==> config.mk <==
export PLATFORM = sky130hd
export DESIGN_NAME = resonator_scheduler
export DESIGN_NICKNAME = d
export VERILOG_FILES = /design/src/rtl/resonator_scheduler.sv
export SDC_FILE = /design/constraint.sdc
export NUM_CORES = 2
export LEC_CHECK = 0
export BUFFER_PORTS_ARGS = -buffer_cell sky130_fd_sc_hd__buf_2
export CAP_MARGIN = 15
export CORE_MARGIN = 5
export CORE_UTILIZATION = 59
export DETAILED_ROUTE_END_ITERATION = 8
export PLACE_DENSITY = 0.78
export SLEW_MARGIN = 20
export SYNTH_ARGS = -nofsm -noshare
export SYNTH_HDL_FRONTEND = slang
export SYNTH_SLANG_ARGS = --single-unit
export TNS_END_PERCENT = 30
==> constraint.sdc <==
create_clock -name clk -period 22.8 [get_ports clk]
set_input_delay 4.56 -clock clk [delete_from_list [all_inputs] [get_ports clk]]
set_output_delay 4.56 -clock clk [all_outputs]
set_load 0.01 [all_outputs]
==> src/rtl/resonator_scheduler.sv <==
// Resonator bank that shares one signed multiplier across all voices. On each 48 kHz tick
// every voice is stepped in turn, then the voices are mixed into one offset-binary sample.
module resonator_scheduler #(
    parameter int          VOICES       = 4,
    parameter logic [23:0] COS_DEFAULT  = 24'd2096930,
    parameter logic [23:0] DAMP_DEFAULT = 24'd1047939
) (
    input  logic                  clk,
    input  logic                  reset,
    input  logic                  clk_48KHz_en,
    input  logic [4*VOICES-1:0]   kick,
    input  logic                  cfg_we,
    input  logic [3:0]            cfg_addr,
    input  logic [23:0]           cfg_data,
    input  logic [VOICES-1:0]     mute,
    output logic [15:0]           out,
    output logic                  busy,
    output logic                  overrun
);
    localparam int VW = (VOICES > 1) ? $clog2(VOICES) : 1;
    localparam logic [VW-1:0] LAST_V = VW'(VOICES - 1);
    localparam logic signed [27:0] CLAMP_LIM = -28'sd16777216;

    localparam logic [2:0] IDLE    = 3'd0;
    localparam logic [2:0] LOAD    = 3'd1;
    localparam logic [2:0] MUL_P   = 3'd2;
    localparam logic [2:0] MUL_OSC = 3'd3;
    localparam logic [2:0] MUL_D   = 3'd4;
    localparam logic [2:0] MIX     = 3'd5;

    logic [2:0]         state_reg;
    logic [VW-1:0]      v_reg;
    logic [23:0]        k_reg;
    logic [23:0]        d_reg;
    logic signed [27:0] delta_reg;
    logic signed [27:0] pre_reg;
    logic [15:0]        out_reg;
    logic               overrun_reg;

    logic signed [27:0] c_reg [VOICES];
    logic signed [27:0] l_reg [VOICES];
    logic signed [27:0] p_reg [VOICES];
    logic [3:0]         last_kick_reg [VOICES];
    logic [23:0]        cos_reg [VOICES];
    logic [23:0]        damp_reg [VOICES];

    logic [3:0]         kick_v [VOICES];
    logic signed [15:0] s_v [VOICES];

    genvar gi;
    generate
        for (gi = 0; gi < VOICES; gi++) begin : g_voice
            assign kick_v[gi] = kick[4*gi +: 4];
            // Below -2^24 the voice is pinned at the -4096 floor before mixing.
            assign s_v[gi] = mute[gi] ? 16'sd0 :
                             ((c_reg[gi] < CLAMP_LIM) ? -16'sd4096 : c_reg[gi][27:12]);
        end
    endgenerate

    logic [4:0]         kick_diff;
    logic signed [27:0] delta_calc;
    assign kick_diff  = {1'b0, last_kick_reg[v_reg]} - {1'b0, kick_v[v_reg]};
    assign delta_calc = {{6{kick_diff[4]}}, kick_diff, 17'd0};

    // The single shared multiplier: operands steered by the sequencer state.
    logic signed [27:0] mul_a;
    logic [23:0]        mul_b;
    logic signed [52:0] product;
    logic signed [27:0] mul_scaled;

    always_comb begin
        mul_a = '0;
        mul_b = '0;
        case (state_reg)
            MUL_P: begin
                mul_a = l_reg[v_reg];
                mul_b = d_reg;
            end
            MUL_OSC: begin
                mul_a = c_reg[v_reg];
                mul_b = k_reg;
            end
            MUL_D: begin
                mul_a = pre_reg;
                mul_b = d_reg;
            end
            default: ;
        endcase
    end

    assign product    = 53'(mul_a) * 53'($signed({1'b0, mul_b}));
    assign mul_scaled = 28'(product >>> 20);

    logic signed [19:0] mix_sum;
    logic signed [15:0] mix_sat;

    always_comb begin
        mix_sum = '0;
        for (int i = 0; i < VOICES; i++) begin
            mix_sum = mix_sum + 20'(s_v[i]);
        end
        if (mix_sum > 20'sd32767) begin
            mix_sat = 16'sh7FFF;
        end else if (mix_sum < -20'sd32768) begin
            mix_sat = 16'sh8000;
        end else begin
            mix_sat = mix_sum[15:0];
        end
    end

    logic [2:0] cfg_voice;
    logic       cfg_hit;
    assign cfg_voice = cfg_addr[3:1];
    assign cfg_hit   = cfg_we && (32'(cfg_voice) < VOICES);

    always_ff @(posedge clk or posedge reset) begin
        if (reset) begin
            state_reg   <= IDLE;
            v_reg       <= '0;
            k_reg       <= '0;
            d_reg       <= '0;
            delta_reg   <= '0;
            pre_reg     <= '0;
            out_reg     <= 16'h8000;
            overrun_reg <= 1'b0;
            for (int i = 0; i < VOICES; i++) begin
                c_reg[i]         <= '0;
                l_reg[i]         <= '0;
                p_reg[i]         <= '0;
                last_kick_reg[i] <= '0;
                cos_reg[i]       <= COS_DEFAULT;
                damp_reg[i]      <= DAMP_DEFAULT;
            end
        end else begin
            if (cfg_hit) begin
                if (cfg_addr[0]) begin
                    damp_reg[cfg_voice[VW-1:0]] <= cfg_data;
                end else begin
                    cos_reg[cfg_voice[VW-1:0]] <= cfg_data;
                end
            end

            if (clk_48KHz_en && (state_reg != IDLE)) begin
                overrun_reg <= 1'b1;
            end

            case (state_reg)
                IDLE: begin
                    if (clk_48KHz_en) begin
                        state_reg <= LOAD;
                        v_reg     <= '0;
                    end
                end
                LOAD: begin
                    k_reg                <= cos_reg[v_reg];
                    d_reg                <= damp_reg[v_reg];
                    delta_reg            <= delta_calc;
                    last_kick_reg[v_reg] <= kick_v[v_reg];
                    state_reg            <= MUL_P;
                end
                MUL_P: begin
                    p_reg[v_reg] <= mul_scaled;
                    state_reg    <= MUL_OSC;
                end
                MUL_OSC: begin
                    // p_reg already holds this tick's D(l).
                    pre_reg      <= delta_reg + mul_scaled - p_reg[v_reg];
                    l_reg[v_reg] <= c_reg[v_reg];
                    state_reg    <= MUL_D;
                end
                MUL_D: begin
                    c_reg[v_reg] <= mul_scaled;
                    if (v_reg == LAST_V) begin
                        state_reg <= MIX;
                    end else begin
                        v_reg     <= v_reg + VW'(1);
                        state_reg <= LOAD;
                    end
                end
                MIX: begin
                    out_reg   <= {~mix_sat[15], mix_sat[14:0]};
                    state_reg <= IDLE;
                end
                default: state_reg <= IDLE;
            endcase
        end
    end

    assign out     = out_reg;
    assign busy    = (state_reg != IDLE);
    assign overrun = overrun_reg;

endmodule

==> out/results.txt <==
status = completed
total power = 6.13 mW
area grow syn2layout = 7.71%
cell mode on critical path = fa_1
Routed WL = 138000 um
die width = 312 um
worst r2r src = v_reg[1]$_DFFE_PP0P_
Final Hold Viols = 0
Antenna diodes = 0
Mapped Area = 53800 um^2
CP endpoint kind = register
Worst EP required = 23.28 ns
die span in y = 312 um
Reg2Reg Capture Point = pre_reg[26]$_DFFE_PP0N_
Arr. time, crit path = 14.23 ns
CP Max Fanout = 39
DRC Markers = 0
final setup vio count = 0
vias in the first global route = 40800
Max Root-Sink Buffers = 3
crit path kind = reg -> reg
die area = 97400 um^2
pre-CTS WS = 9.39 ns
Fmax achieved = 72.8 MHz
peak supply drop = 0.172 mV
maximum number of pins on one net before global-route repair = 176
synth warn = 0
post-CTS sizing = 0
clock latency on the worst-skew pair = 0.65 ns
#FFs+latches synth = 647
CP Launch Point = v_reg[1]$_DFFE_PP0P_
Num CTS Buffers = 71
hpwl dp = 100000 um
Max-slew headroom = 28.2%
Routed met1 length = 52800 um
row count = 110
Synth async-reset ratio = 100%
syn avg cell area = 10.3 um^2
Lkg Pwr = 27.7 nW
Hold Crit Class = reg -> reg
first-pass GRT wire length = 224000 um
clock root buffer = clkbuf_16
CTS tree = built
Initial Utilization = 59.6%
count of input and output buffers = 69
top sig layer = met5
synth unique cells = 77
Tmin final = 13.74 ns
RSZ-0062 raised after global routing = false
Pins Over Slew Limit = 0
Startpoint Class = register
DR WL met3 = 12400 um
fin nets = 6163
Iter 0 DRT Violations = 3203
clock sink count = 647
worst slew pin tran = 1.07 ns
number of iterations in the first detailed-routing pass = 8
prevailing post-synth register cell = dfrtp_1
Setup Fix Bufs, Post-CTS = 0
Syn Inst Count = 5221
GRT Overall Usage = 29.0%
TNS Setup = 0 ns
num ports = 70
per-cell routed wire length = 21.4 um
Worst-path clk slew = 0.06 ns
Critical-path top delay cell = a2111oi_0
CP endpoint = pre_reg[26]$_DFFE_PP0N_
final setup margin = 9.06 ns
via count = 37900
post-synthesis sequential area ratio = 30.3%
Crit path largest cell delay = 0.87 ns
R2R cell count = 38
EDFF count, synth = 0
pwr dens = 106 nW/um^2
DR vias/cell = 5.89
Post-CTS Hold Buffers = 0
gr ovfl total = 0
period utilization = 60.3%
fraction of layout cells with a size suffix above 1 = 17.2%
Max-Cap Viols = 0
H-Tree Depth = 3
Reg2Reg Setup Slack = 9.06 ns
metal2 WL = 65700 um
Mapped Nets = 6175
Routed Antenna Nets = 0
Clock Skew = 0.0563 ns
initial antenna violation count = 6
RePlAce Congestion = 0.941
Core Box Area = 90300 um^2
synth_stat cells (5+ instances only):
library cell | count | area [um^2]
nand2b_1 | 5 | 31.3
a22o_1 | 21 | 184
or2_2 | 8 | 50.1
o21ai_0 | 324 | 1620
dfrtp_1 | 530 | 13300
nand3_1 | 16 | 80.1
buf_1 | 23 | 86.3
and3_1 | 6 | 37.5
mux2i_1 | 10 | 100
clkbuf_1 | 223 | 837
nor3b_1 | 5 | 37.5
fa_1 | 695 | 13900
mux2_2 | 304 | 3420
nand4_1 | 9 | 56.3
nor2_1 | 292 | 1100
a21o_1 | 33 | 248
xnor2_1 | 55 | 482
inv_1 | 882 | 3310
o31ai_1 | 5 | 37.5
o21ai_1 | 8 | 40.0
dfstp_2 | 117 | 3070
nor3_1 | 16 | 80.1
and2_1 | 42 | 263
a221oi_1 | 5 | 43.8
ha_1 | 207 | 2590
mux4_2 | 136 | 3060
o21bai_1 | 17 | 128
buf_2 | 15 | 75.1
nand2_1 | 935 | 3510
a22oi_1 | 41 | 308
o21a_1 | 27 | 203
a2111oi_0 | 5 | 43.8
nor2b_1 | 22 | 138
a21oi_1 | 74 | 370
xor2_1 | 31 | 272
or3_1 | 6 | 37.5
a211oi_1 | 6 | 45.0
cells in the final DEF, fill, tap and decap left out, types with 6 or more instances in the layout:
| master | n |
|---|---|
| or2_2 | 8 |
| buf_2 | 69 |
| nand4_1 | 9 |
| nor2_1 | 291 |
| o21ai_1 | 12 |
| mux2_2 | 304 |
| fa_1 | 695 |
| xor2_1 | 31 |
| ha_1 | 207 |
| clkinv_2 | 11 |
| o21ai_2 | 7 |
| xnor2_1 | 54 |
| a22o_1 | 21 |
| inv_1 | 881 |
| mux4_2 | 136 |
| o21ai_0 | 313 |
| clkbuf_1 | 21 |
| o21a_1 | 27 |
| and3_1 | 6 |
| clkbuf_16 | 72 |
| and2_1 | 42 |
| dfstp_2 | 117 |
| nor3_1 | 15 |
| a211oi_1 | 6 |
| mux2i_1 | 10 |
| clkbuf_8 | 12 |
| o21bai_1 | 17 |
| a21o_1 | 33 |
| a21oi_1 | 74 |
| dfrtp_1 | 527 |
| buf_4 | 108 |
| nor2b_1 | 19 |
| nand3_1 | 16 |
| a22oi_1 | 39 |
| nand2_1 | 926 |
where the power goes:
part	switching (mW)	leakage, nW	internal [mW]	total (mW)
clock network	0.490	1.14	0.656	1.15
logic	2.05	18.2	1.27	3.32
registers	0.194	8.32	1.47	1.66
total	2.73	27.7	3.40	6.13
worst max-delay path, delay by kind of cell, from the launching register on:
| kind | cells | cell delay (ns) |
|---|---|---|
| buffers and inverters | 6 | 0.95 |
| adder cells (fa/ha/maj) | 10 | 4.31 |
| multiplexers | 2 | 0.89 |
| AND/OR/NAND/NOR | 8 | 2.02 |
| flip-flops | 1 | 0.72 |
| XOR/XNOR | 1 | 0.43 |
| AO/OA/AOI/OAI | 11 | 4.23 |
layout make-up:
cell class,count,area [um^2]
clock buffer,105,2050
tap,1176,1470
clock inverter,27,309
sequential,647,16300
inverter,882,3320
timing repair buffer,180,1190
multi-input combinational,3427,33300
fill,6853,32300
logic make-up (layout without fill, tap and decap cells):
| group | count (synthesis) | in the layout | synth area share [%] |
|---|---|---|---|
| and+or+nand+nor | 1380 | 1380 | 10.4 |
| buffers and inverters | 1147 | 1194 | 8.07 |
| adders and majority gates | 902 | 902 | 30.7 |
| DFF | 647 | 647 | 30.3 |
| AOI/OAI and AO/OA | 606 | 606 | 6.80 |
| muxes | 450 | 450 | 12.2 |
| xor gates and xnor gates | 89 | 89 | 1.53 |
worst min path at each step:
stage,startpoint,endpoint,slack (ns),depth (start not counted)
2_1_floorplan,pre_reg[25]$_DFFE_PP0N_,pre_reg[25]$_DFFE_PP0N_,0.44,2
3_3_place_gp,overrun$_DFFE_PP0P_,overrun$_DFFE_PP0P_,0.43,1
3_5_place_dp,overrun$_DFFE_PP0P_,overrun$_DFFE_PP0P_,0.44,1
4_1_cts,overrun$_DFFE_PP0P_,overrun$_DFFE_PP0P_,0.46,1
5_1_grt,overrun$_DFFE_PP0P_,overrun$_DFFE_PP0P_,0.49,1
6_report,overrun$_DFFE_PP0P_,overrun$_DFFE_PP0P_,0.46,1
through the flow:
| stage | std cells | util (%) | cell area, um^2 | hold slack [ns] |
|---|---|---|---|---|
| 4_1_cts | 6442 | 64.2 | 57900 | 0.456 |
| 3_3_place_gp | 6310 | 61.5 | 55600 | 0.434 |
| 2_1_floorplan | 5221 | - | 53800 | 0.442 |
| 5_1_grt | 6444 | 64.2 | 58000 | 0.485 |
| 6_report | 6444 | 64.2 | 58000 | 0.461 |
| 3_5_place_dp | 6310 | 61.6 | 55600 | 0.442 |
metal layers:
| metal | track usage, % | vias up |
|---|---|---|
| met3 | 6.29 | 515 |
| met1 | 38.2 | 19200 |
| met5 | 0 | - |
| met2 | 47.6 | 1715 |
| li1 | - | 16500 |
| met4 | 11.5 | 2 |
Note: power is estimated with default switching activity, not from simulation.
